--- src/rtl/mem_port_arbiter.sv ---
// mem_port_arbiter
// Shares one memory port between an instruction-fetch requester (if_*) and a
// data requester (d_*). At most one transaction is outstanding. When both
// requesters contend, the grant alternates, starting with d after reset.
//
// Ports:
//   clk, rst_n                  clock, asynchronous active-low reset
//   if_req/if_addr              fetch request and address
//   if_gnt/if_rvalid/if_rdata   fetch accept pulse, data-valid pulse, data
//   d_req/d_we/d_addr/d_wdata/d_be   data request and payload
//   d_gnt/d_rvalid/d_rdata      data accept pulse, completion pulse, load data
//   mem_req/mem_we/mem_addr/mem_wdata/mem_be   shared memory port request
//   mem_ack/mem_rdata           memory completion and read data
//   stall                       core hold
//   err                         sticky timeout flag
//
// Optional feature: define MEM_ARB_TIMEOUT_EN to abort a transaction after
// TIMEOUT busy cycles without mem_ack. Without it, err is tied to 0.
module mem_port_arbiter #(
  parameter int ADDR_W  = 32,
  parameter int DATA_W  = 32,
  parameter int TIMEOUT = 16
) (
  input  logic                clk,
  input  logic                rst_n,
  input  logic                if_req,
  input  logic [ADDR_W-1:0]   if_addr,
  output logic                if_gnt,
  output logic                if_rvalid,
  output logic [DATA_W-1:0]   if_rdata,
  input  logic                d_req,
  input  logic                d_we,
  input  logic [ADDR_W-1:0]   d_addr,
  input  logic [DATA_W-1:0]   d_wdata,
  input  logic [DATA_W/8-1:0] d_be,
  output logic                d_gnt,
  output logic                d_rvalid,
  output logic [DATA_W-1:0]   d_rdata,
  output logic                mem_req,
  output logic                mem_we,
  output logic [ADDR_W-1:0]   mem_addr,
  output logic [DATA_W-1:0]   mem_wdata,
  output logic [DATA_W/8-1:0] mem_be,
  input  logic                mem_ack,
  input  logic [DATA_W-1:0]   mem_rdata,
  output logic                stall,
  output logic                err
);

  localparam int BE_W = DATA_W / 8;

  typedef enum logic [1:0] {
    IDLE    = 2'd0,
    IF_BUSY = 2'd1,
    D_BUSY  = 2'd2
  } state_t;

  state_t              state_r, state_s;
  logic                last_d_r;   // 1: previous grant went to d
  logic                if_win_s, d_win_s;
  logic                busy_s, expire_s, done_s;
  logic [ADDR_W-1:0]   addr_r;
  logic                we_r;
  logic [DATA_W-1:0]   wdata_r;
  logic [BE_W-1:0]     be_r;
  logic                if_rvalid_r, d_rvalid_r;
  logic [DATA_W-1:0]   if_rdata_r, d_rdata_r;

  if (TIMEOUT < 1) begin : g_timeout_range
    $error("mem_port_arbiter: TIMEOUT must be at least 1");
  end

  assign busy_s = (state_r != IDLE);
  assign done_s = busy_s && (mem_ack || expire_s);

  // Arbitration: only evaluated in IDLE; on contention the last winner yields.
  always_comb begin
    if_win_s = 1'b0;
    d_win_s  = 1'b0;
    if (state_r == IDLE) begin
      if (if_req && d_req) begin
        if (last_d_r) begin
          if_win_s = 1'b1;
        end else begin
          d_win_s = 1'b1;
        end
      end else if (d_req) begin
        d_win_s = 1'b1;
      end else if (if_req) begin
        if_win_s = 1'b1;
      end else begin
        if_win_s = 1'b0;
        d_win_s  = 1'b0;
      end
    end else begin
      if_win_s = 1'b0;
      d_win_s  = 1'b0;
    end
  end

  // Next-state logic.
  always_comb begin
    state_s = state_r;
    case (state_r)
      IDLE: begin
        if (d_win_s) begin
          state_s = D_BUSY;
        end else if (if_win_s) begin
          state_s = IF_BUSY;
        end else begin
          state_s = IDLE;
        end
      end
      IF_BUSY, D_BUSY: begin
        if (done_s) begin
          state_s = IDLE;
        end else begin
          state_s = state_r;
        end
      end
      default: state_s = IDLE;
    endcase
  end

  // State and last-grant registers.
  always_ff @(posedge clk or negedge rst_n) begin
    if (!rst_n) begin
      state_r  <= IDLE;
      last_d_r <= 1'b0;
    end else begin
      state_r <= state_s;
      if (d_win_s) begin
        last_d_r <= 1'b1;
      end else if (if_win_s) begin
        last_d_r <= 1'b0;
      end else begin
        last_d_r <= last_d_r;
      end
    end
  end

  // Capture the winner's payload at grant; fetches carry no write data.
  always_ff @(posedge clk or negedge rst_n) begin
    if (!rst_n) begin
      addr_r  <= '0;
      we_r    <= 1'b0;
      wdata_r <= '0;
      be_r    <= '0;
    end else if (d_win_s) begin
      addr_r  <= d_addr;
      we_r    <= d_we;
      wdata_r <= d_wdata;
      be_r    <= d_be;
    end else if (if_win_s) begin
      addr_r  <= if_addr;
      we_r    <= 1'b0;
      wdata_r <= '0;
      be_r    <= '0;
    end else begin
      addr_r  <= addr_r;
      we_r    <= we_r;
      wdata_r <= wdata_r;
      be_r    <= be_r;
    end
  end

  // Completion pulses and read data; an abort returns zero data.
  always_ff @(posedge clk or negedge rst_n) begin
    if (!rst_n) begin
      if_rvalid_r <= 1'b0;
      d_rvalid_r  <= 1'b0;
      if_rdata_r  <= '0;
      d_rdata_r   <= '0;
    end else begin
      if_rvalid_r <= (state_r == IF_BUSY) && done_s;
      d_rvalid_r  <= (state_r == D_BUSY) && done_s;
      if ((state_r == IF_BUSY) && done_s) begin
        if_rdata_r <= mem_ack ? mem_rdata : '0;
      end else begin
        if_rdata_r <= if_rdata_r;
      end
      if ((state_r == D_BUSY) && done_s) begin
        d_rdata_r <= mem_ack ? mem_rdata : '0;
      end else begin
        d_rdata_r <= d_rdata_r;
      end
    end
  end

`ifdef MEM_ARB_TIMEOUT_EN
  localparam int CNT_W = $clog2(TIMEOUT + 1);
  logic [CNT_W-1:0] cnt_r;
  logic             err_r;

  // mem_ack on the expiry cycle takes priority, so expiry requires no ack.
  assign expire_s = busy_s && !mem_ack && (cnt_r == CNT_W'(TIMEOUT - 1));

  // Busy-cycle counter; held at zero in IDLE so every transaction starts fresh.
  always_ff @(posedge clk or negedge rst_n) begin
    if (!rst_n) begin
      cnt_r <= '0;
    end else if (busy_s && !mem_ack && !expire_s) begin
      cnt_r <= cnt_r + 1'b1;
    end else begin
      cnt_r <= '0;
    end
  end

  // Sticky timeout flag, cleared only by reset.
  always_ff @(posedge clk or negedge rst_n) begin
    if (!rst_n) begin
      err_r <= 1'b0;
    end else if (expire_s) begin
      err_r <= 1'b1;
    end else begin
      err_r <= err_r;
    end
  end

  assign err = err_r;
`else
  assign expire_s = 1'b0;
  assign err      = 1'b0;
`endif

  // Grants are combinational so the requester sees acceptance in the request
  // cycle; rst_n gating keeps them low while reset is asserted.
  assign if_gnt    = rst_n & if_win_s;
  assign d_gnt     = rst_n & d_win_s;
  assign if_rvalid = if_rvalid_r;
  assign d_rvalid  = d_rvalid_r;
  assign if_rdata  = if_rdata_r;
  assign d_rdata   = d_rdata_r;
  assign mem_req   = busy_s;
  assign mem_we    = we_r;
  assign mem_addr  = addr_r;
  assign mem_wdata = wdata_r;
  assign mem_be    = be_r;
  assign stall     = busy_s | if_req | d_req;

endmodule

--- config.mk ---
export PLATFORM = sky130hd
export DESIGN_NAME = mem_port_arbiter
export DESIGN_NICKNAME = d
export VERILOG_FILES = /design/src/rtl/mem_port_arbiter.sv
export SDC_FILE = /design/constraint.sdc
export NUM_CORES = 1
export LEC_CHECK = 0
export CORE_MARGIN = 3
export CORE_UTILIZATION = 41
export DETAILED_ROUTE_END_ITERATION = 16
export PLACE_DENSITY = 0.88
export SLEW_MARGIN = 10
export SYNTH_ARGS = -nofsm -noshare
export SYNTH_HDL_FRONTEND = slang
export SYNTH_SLANG_ARGS = --single-unit
--- constraint.sdc ---
create_clock -name clk -period 2 [get_ports clk]
set_input_delay 0.4 -clock clk [delete_from_list [all_inputs] [get_ports clk]]
set_output_delay 0.4 -clock clk [all_outputs]
set_load 0.01 [all_outputs]
==> results of run 1 <==
==> power by group <==
group | switching [mW] | total [mW] | internal [mW] | leakage [nW]
clock | 1.19 | 3.16 | 1.97 | 0.292
sequential | 0.812 | 4.91 | 4.10 | 1.69
combinational | 2.67 | 6.72 | 4.05 | 2.25
==> cells by family (layout without fill, tap and decap cells) <==
family	count (synthesis)	after routing	share of synthesized area, %
other	1	1	0.0643
buffers and inverters	42	338	4.79
AND/OR/NAND/NOR	78	78	6.67
adder cells (fa/ha/maj)	3	3	0.644
multiplexers	64	64	16.1
flip-flops	138	138	59.2
AO/OA/AOI/OAI	107	107	12.5
==> worst paths after layout <==
path | to | slack [ns] | depth (start not counted)
worst max register to register | mem_wdata[20] | 0.27 | 6
worst max-delay path | stall | 0.07 | 5
worst min register to register | mem_we | 0.50 | 1
min in group clk | state_r[1] | 0.47 | 4
worst min-delay path | mem_addr[14] | 0.12 | 2
max in group asynchronous | d_rdata[22] | 1.39 | 2
==> state kept, by name, indices dropped and copies added, names as in the netlist <==
register and flops:
d_rvalid 1, mem_wdata 32, mem_addr 32, state_r 2
mem_we 1, if_rvalid 1, if_rdata 32, mem_be 4
last_d_r 1, d_rdata 32
==> metrics by stage <==
step	std cells	instance area [um^2]	setup slack [ns]
6_report	905	9440	0.0680
5_1_grt	905	9440	-0.00933
4_1_cts	902	9410	0.00976
3_5_place_dp	869	8790	-0.247
3_3_place_gp	869	8790	-0.233
2_1_floorplan	433	5830	0.251
==> per-layer routing <==
metal | routed length, um | vias up
met5 | 0 | -
met3 | 1280 | 38
met4 | 552 | 0
met1 | 6730 | 2308
met2 | 8340 | 238
li1 | - | 2132
==> worst reg2reg max path, stage by stage (launching register included) <==
cell     delay [ns]
dfrtp_1        0.38
inv_2          0.09
ha_4           0.17
nand2_2        0.07
buf_4          0.26
nor2_8         0.46
a22o_1         0.25
==> timing repair <==
item	in CTS	in global routing
setup buffers	1	3
setup endpoints to repair	4	4
gates resized for setup	14	8
pin swaps	1	1
endpoints found under the hold margin	0	0
==> cell usage in the layout, fill, tap and decap left out, drive strengths merged <==
master and count:
nand3b 1, a31oi 33, clkinv 7, ha 3
inv 9, dfrtp 138, o21a 1, dlymetal6s2s 1
clkdlybuf4s50 270, a22o 37, o211ai 1, clkinvlp 1
bufinv 3, o22ai 1, o21ai 33, mux2 64
clkbuf 20, nand2 5, nor2 35, nor3 1
or3 1, conb 1, dlygate4sd2 1, nand3 32
o41ai 1, and2 2, buf 26, nor2b 1
==> layout make-up <==
| type | instances | area, um^2 | share of cell area [%] |
|---|---|---|---|
| Clock buffer | 19 | 433 | 4.59 |
| Tap cell | 176 | 220 | 2.33 |
| Timing Repair Buffer | 299 | 3020 | 32.0 |
| Inverter | 7 | 26.3 | 0.278 |
| Sequential cell | 138 | 3450 | 36.6 |
| Clock inverter | 13 | 169 | 1.79 |
| Multi-Input combinational cell | 253 | 2120 | 22.5 |
==> reports/qor.csv, run 1 <==
stage,metric,value,unit
outcome,outcome,"complete, no violations",
logic_synthesis,ys_seq_area_share,59.2,%
drt,wl_per_cell,18.7,um
setup_path,slowest_stage,dfrtp_1,
place,port_buffers,276,
clocking,cts_tree,done,
floorplan,placementRows,42,
timing,period_share,96.6,%
logic_synthesis,synth_edf_count,0,
timing,setup_violations,0,
drt,ant_nets,0,
global_route,grt_pass1_wl,27.2,mm
drt,via_count,4716,
power_and_ir_drop,p_leak,4.24,nW
final_layout,utilization,69.6,%
logic_synthesis,synth_fp_nets,574,
setup_path,cpPeakStageDelay,0.38,ns
logic_synthesis,synthArstFlopShare,100,%
floorplan,die_width,125,um
setup_path,worstSetupStartpointType,register,
logic_synthesis,synth_cell_type_count,31,
timing,slew_headroom,53.3,%
min_path,hp-class,in2async,
clocking,cts_inserted_buffers,17,
power_and_ir_drop,total_power,14.8,mW
clocking,holdBufCountCts,0,
clocking,cts_root_buf,clkbuf_16,
timing,worst_pin_slew,0.700,ns
clocking,clock_latency,0.41,ns
logic_synthesis,yosysTopAreaCell,dfrtp_1,
setup_path,crit_start,state_r[1],
place,dpl.hpwl,12.0,mm
global_route,globalRouteMet3Util,6.99,%
floorplan,io_pins,278,
global_route,gr-usage-met1,26.1,%
logic_synthesis,postSynthAreaPerCell,13.5,um^2
power_and_ir_drop,vdd_drop_max,0.000733,V
power_and_ir_drop,p_per_area,1570,nW/um^2
drt,wirelength,16.9,mm
setup_path,cp-end-kind,output pin,
global_route,grt_pass1_vias,4980,
logic_synthesis,syn_area,5830,um^2
final_layout,drive_gt1_share,18.4,%
floorplan,die_h,125,um
clocking,htreeDepth,4,
global_route,grt_use_total,21.7,%
setup_path,crit_top_cell,inv_2,
setup_path,crit_arrival,1.53,ns
timing,final_max_slew_viol_count,0,
setup_path,cp_cell_sequence,"inv_2, ha_4, inv_2, or3_4, buf_6",
setup_path,cp_top_family,flip-flops,
global_route,grt_max_degree,139,
floorplan,start_util,43.0,%
drt,drtIter0Drc,297,
drt,drcViolationCount,0,
final_layout,insertedDiodeCount,0,
job,cap_violations,0,
timing,fin_setup_tns,0,ns
timing,skew,0.0116,ns
logic_synthesis,ys_dominant_reg_cell,dfrtp_1,
logic_synthesis,synth_top_area_share,59.2,%
logic_synthesis,synth_cells,433,
setup_path,crit_fanout,5,
global_route,grt_busiest_layer,met2,
timing,fin_crit,1.93,ns
logic_synthesis,yosysWarningCount,0,
clocking,clk_pin_slew_worst_paths,0.06,ns
global_route,met2_usage,36.0,%
final_layout,fill_cells,895,
timing,rsz0062_at_grt,true,
final_layout,area_growth_syn_to_layout,61.9,%
setup_path,crit_required,1.60,ns
logic_synthesis,synth_most_common_cell,dfrtp_1,
setup_path,critical_path_class,reg2out,
drt,via_per_inst,5.21,
global_route,grt-ovfl-total,0,
global_route,antenna_found_initial,0,
timing,hold_slack,0.119,ns
logic_synthesis,ys_ff_latch,138,
drt,dr.pass1.iters,5,
logic_synthesis,synthTopCellsByCount,"dfrtp_1 (138), mux2_4 (58), a22o_1 (37)",
setup_path,r2r-start,state_r[1],
clocking,clockBufferDepth,2,
setup_path,cp.buffers_inverters,3,
timing,fmax,518,MHz
place,gp_congestion,0.830,
floorplan,dieArea,15700,um^2
clocking,clock-sinks,138,
final_layout,nets,857,
floorplan,fp.coreArea,13600,um^2
timing,hold_violations,0,
logic_synthesis,yosys-top-cells-area,"dfrtp_1 (59%), mux2_4 (15%), a22o_1 (5.6%)",
No activity file was read; power rests on OpenSTA's default activity.
==> run 2: changes to the inputs <==
Settings changed: ABC_CLOCK_PERIOD_IN_PS from default to 2400, CORE_UTILIZATION 41 to 46, CTS_BUF_LIST from default to sky130_fd_sc_hd__clkbuf_8, PLACE_DENSITY 0.88 to 0.95.
Clock period 2 ns to 2.4 ns, I/O delays scaled along.
==> run 2 against run 1 <==
Against the previous run: sequential power down 17%; routed wire length up 5.0%; core utilization up 5.2 points; non-clock buffer count down 8.
==> reports/qor.csv, run 2 (synthesized netlist as in run 1, its figures left out) <==
stage,metric,value,unit,change
setup_path,crit_arrival,1.80,ns,was 1.53 ns
timing,skew,0.0105,ns,was 0.0116 ns
clocking,cts_root_buf,clkbuf_8,,was clkbuf_16
floorplan,placementRows,40,,was 42
drt,via_count,4798,,was 4716
drt,wl_met3,1.46,mm,was 1.28 mm
power_and_ir_drop,p_leak,4.10,nW,was 4.24 nW
job,cap_violations,0,,unchanged
timing,period_share,95.1,%,
drt,wirelength,17.8,mm,was 16.9 mm
drt,drtIter0Drc,362,,was 297
timing,rsz0062_at_grt,false,,was true
clocking,cts_tree,done,,unchanged
place,dpl.hpwl,12.9,mm,was 12.0 mm
clocking,clk_pin_slew_worst_paths,0.08,ns,was 0.06 ns
setup_path,cp.buffers_inverters,4,,was 3
clocking,clock_latency,0.42,ns,was 0.41 ns
power_and_ir_drop,total_power,11.6,mW,was 14.8 mW
floorplan,die_h,119,um,was 125 um
power_and_ir_drop,vdd_drop_max,0.000625,V,was 0.000733 V
drt,via_per_inst,5.40,,was 5.21
final_layout,final_cell_mix,"clkdlybuf4s50_1 (272), dfrtp_1 (138), mux2_4 (58)",,"was clkdlybuf4s50_1 (270), dfrtp_1 (138), mux2_4 (58)"
timing,final_max_slew_viol_count,0,,unchanged
final_layout,fin_cells,888,,was 905
timing,fin_crit,2.28,ns,
drt,dr.pass1.iters,5,,unchanged
place,port_buffers,276,,unchanged
timing,fmax,438,MHz,
clocking,clock-sinks,138,,unchanged
min_path,hp-class,in2async,,unchanged
outcome,outcome,"complete, no violations",,unchanged
global_route,grt_max_degree,68,,was 139
drt,ant_nets,0,,unchanged
timing,setup_violations,0,,unchanged
timing,slew_headroom,44.9,%,was 53.3%
floorplan,die_width,119,um,was 125 um
floorplan,dieArea,14100,um^2,was 15700 um^2
clocking,clockBufferDepth,2,,unchanged
timing,fin_setup_tns,0,ns,unchanged
global_route,grt_use_total,25.5,%,was 21.7%
place,place_inst,856,,was 869
global_route,grt_pass1_vias,5105,,was 4980
setup_path,cp_top_family,buffers and inverters,,was flip-flops
floorplan,fp.coreArea,12200,um^2,was 13600 um^2
timing,worst_pin_slew,0.827,ns,was 0.700 ns
clocking,cts_inserted_buffers,17,,unchanged
setup_path,cp_cell_sequence,"dlygate4sd3_1, buf_6, inv_1, nor3_1, dlygate4sd2_1",,"was inv_2, ha_4, inv_2, or3_4, buf_6"
timing,hold_violations,0,,unchanged
drt,drcViolationCount,0,,unchanged
drt,wl_met2,9.20,mm,was 8.34 mm
setup_path,crit_required,1.92,ns,was 1.60 ns
final_layout,drive_gt1_share,16.3,%,was 18.4%
timing,fin_ws,0.117,ns,was 0.0680 ns
setup_path,worstSetupStartpointType,input pin,,was register
drt,wl_met1,6.63,mm,was 6.73 mm
global_route,antenna_found_initial,0,,unchanged
final_layout,final_common_cell,clkdlybuf4s50_1,,unchanged
place,dpl_worst_slack,-0.0321,ns,was -0.247 ns
power_and_ir_drop,p_per_area,1270,nW/um^2,was 1570 nW/um^2
global_route,grt_pass1_wl,28.2,mm,was 27.2 mm
drt,wl_per_cell,20.0,um,was 18.7 um
final_layout,area_growth_syn_to_layout,56.8,%,was 61.9%
setup_path,critical_path_class,in2out,,was reg2out
floorplan,start_util,47.7,%,was 43.0%
clocking,htreeDepth,4,,unchanged
setup_path,cp-end-kind,output pin,,unchanged
final_layout,insertedDiodeCount,0,,unchanged
drt,highest_layer,met4,,unchanged
final_layout,nets,849,,was 857
setup_path,slowest_stage,dlygate4sd3_1,,was dfrtp_1
setup_path,cpPeakStageDelay,0.54,ns,was 0.38 ns
floorplan,io_pins,278,,unchanged
global_route,grt-ovfl-total,0,,unchanged
setup_path,crit_fanout,14,,was 5
place,gp_congestion,0.766,,was 0.830
==> run 2: cell count changes in the layout (fill, tap and decap cells not counted), sizes merged <==
cell           delta
dlygate4sd2       +2
dlygate4sd3       +1
clkbuf            -2
clkdlybuf4s50     +2
clkinv            -2
clkinvlp          +1
buf              -11
inv               +1
dlymetal6s2s      -1
==> run 2: where the power goes <==
part / switching, mW / internal, mW / leakage (nW)
Combinational: 2.28 / 3.29 / 2.20
Sequential: 0.682 / 3.41 / 1.69
Clock: 0.873 / 1.04 / 0.207
Total: 3.83 / 7.74 / 4.10
==> run 2: path summary, 6_finish.rpt <==
path / startpoint / end / cells after the start / slack [ns]
min: rst_n / mem_addr[3] / 2 / 0.45
min in group clk: mem_wdata[24] / mem_wdata[24] / 1 / 0.51
min reg2reg: mem_wdata[24] / mem_wdata[24] / 1 / 0.51
max reg2reg: state_r[1] / mem_be[2] / 6 / 0.58
max in group asynchronous: rst_n / if_rdata[23] / 3 / 0.90
max: rst_n / d_gnt / 5 / 0.12
==> run 2: worst reg2reg max path: stages, from the launching register on <==
cell and delay [ns]:
dfrtp_1 0.40, inv_1 0.11, ha_4 0.19, nand2_2 0.08
buf_4 0.25, nor2_8 0.48, a22o_1 0.25
==> run 2: timing repair <==
item / 4_1_cts / 5_1_grt
buffers inserted: 0 / 0
hold buffers: 1 / 0
setup endpoints to repair: 4 / 1
hold endpoints to repair: 11 / 0
gates cloned: 0 / 0
resized for setup: 5 / 1
==> run 2: per-stage QoR <==
step           hold slack (ns)  utilization (%)  cell area (um^2)
2_1_floorplan            0.184                -              5830
3_3_place_gp             0.316             71.4              8720
3_5_place_dp             0.317             71.4              8720
4_1_cts                  0.416             74.9              9140
5_1_grt                  0.424             74.9              9140
6_report                 0.445             74.9              9140
==> run 2: routing by layer <==
layer,vias to the layer above,global-route usage (%)
met4,0,10.2
met3,35,7.61
met5,-,0
met1,2384,30.2
met2,274,43.5
li1,2105,-
==> run 2: cell type report <==
type,instances,area (um^2)
sequential,138,3450
clock inverter,13,154
timing repair buffer,291,2940
tap,168,210
clock buffer,18,248
fill,753,3070
inverter,7,26.3
multi-input combinational,253,2110
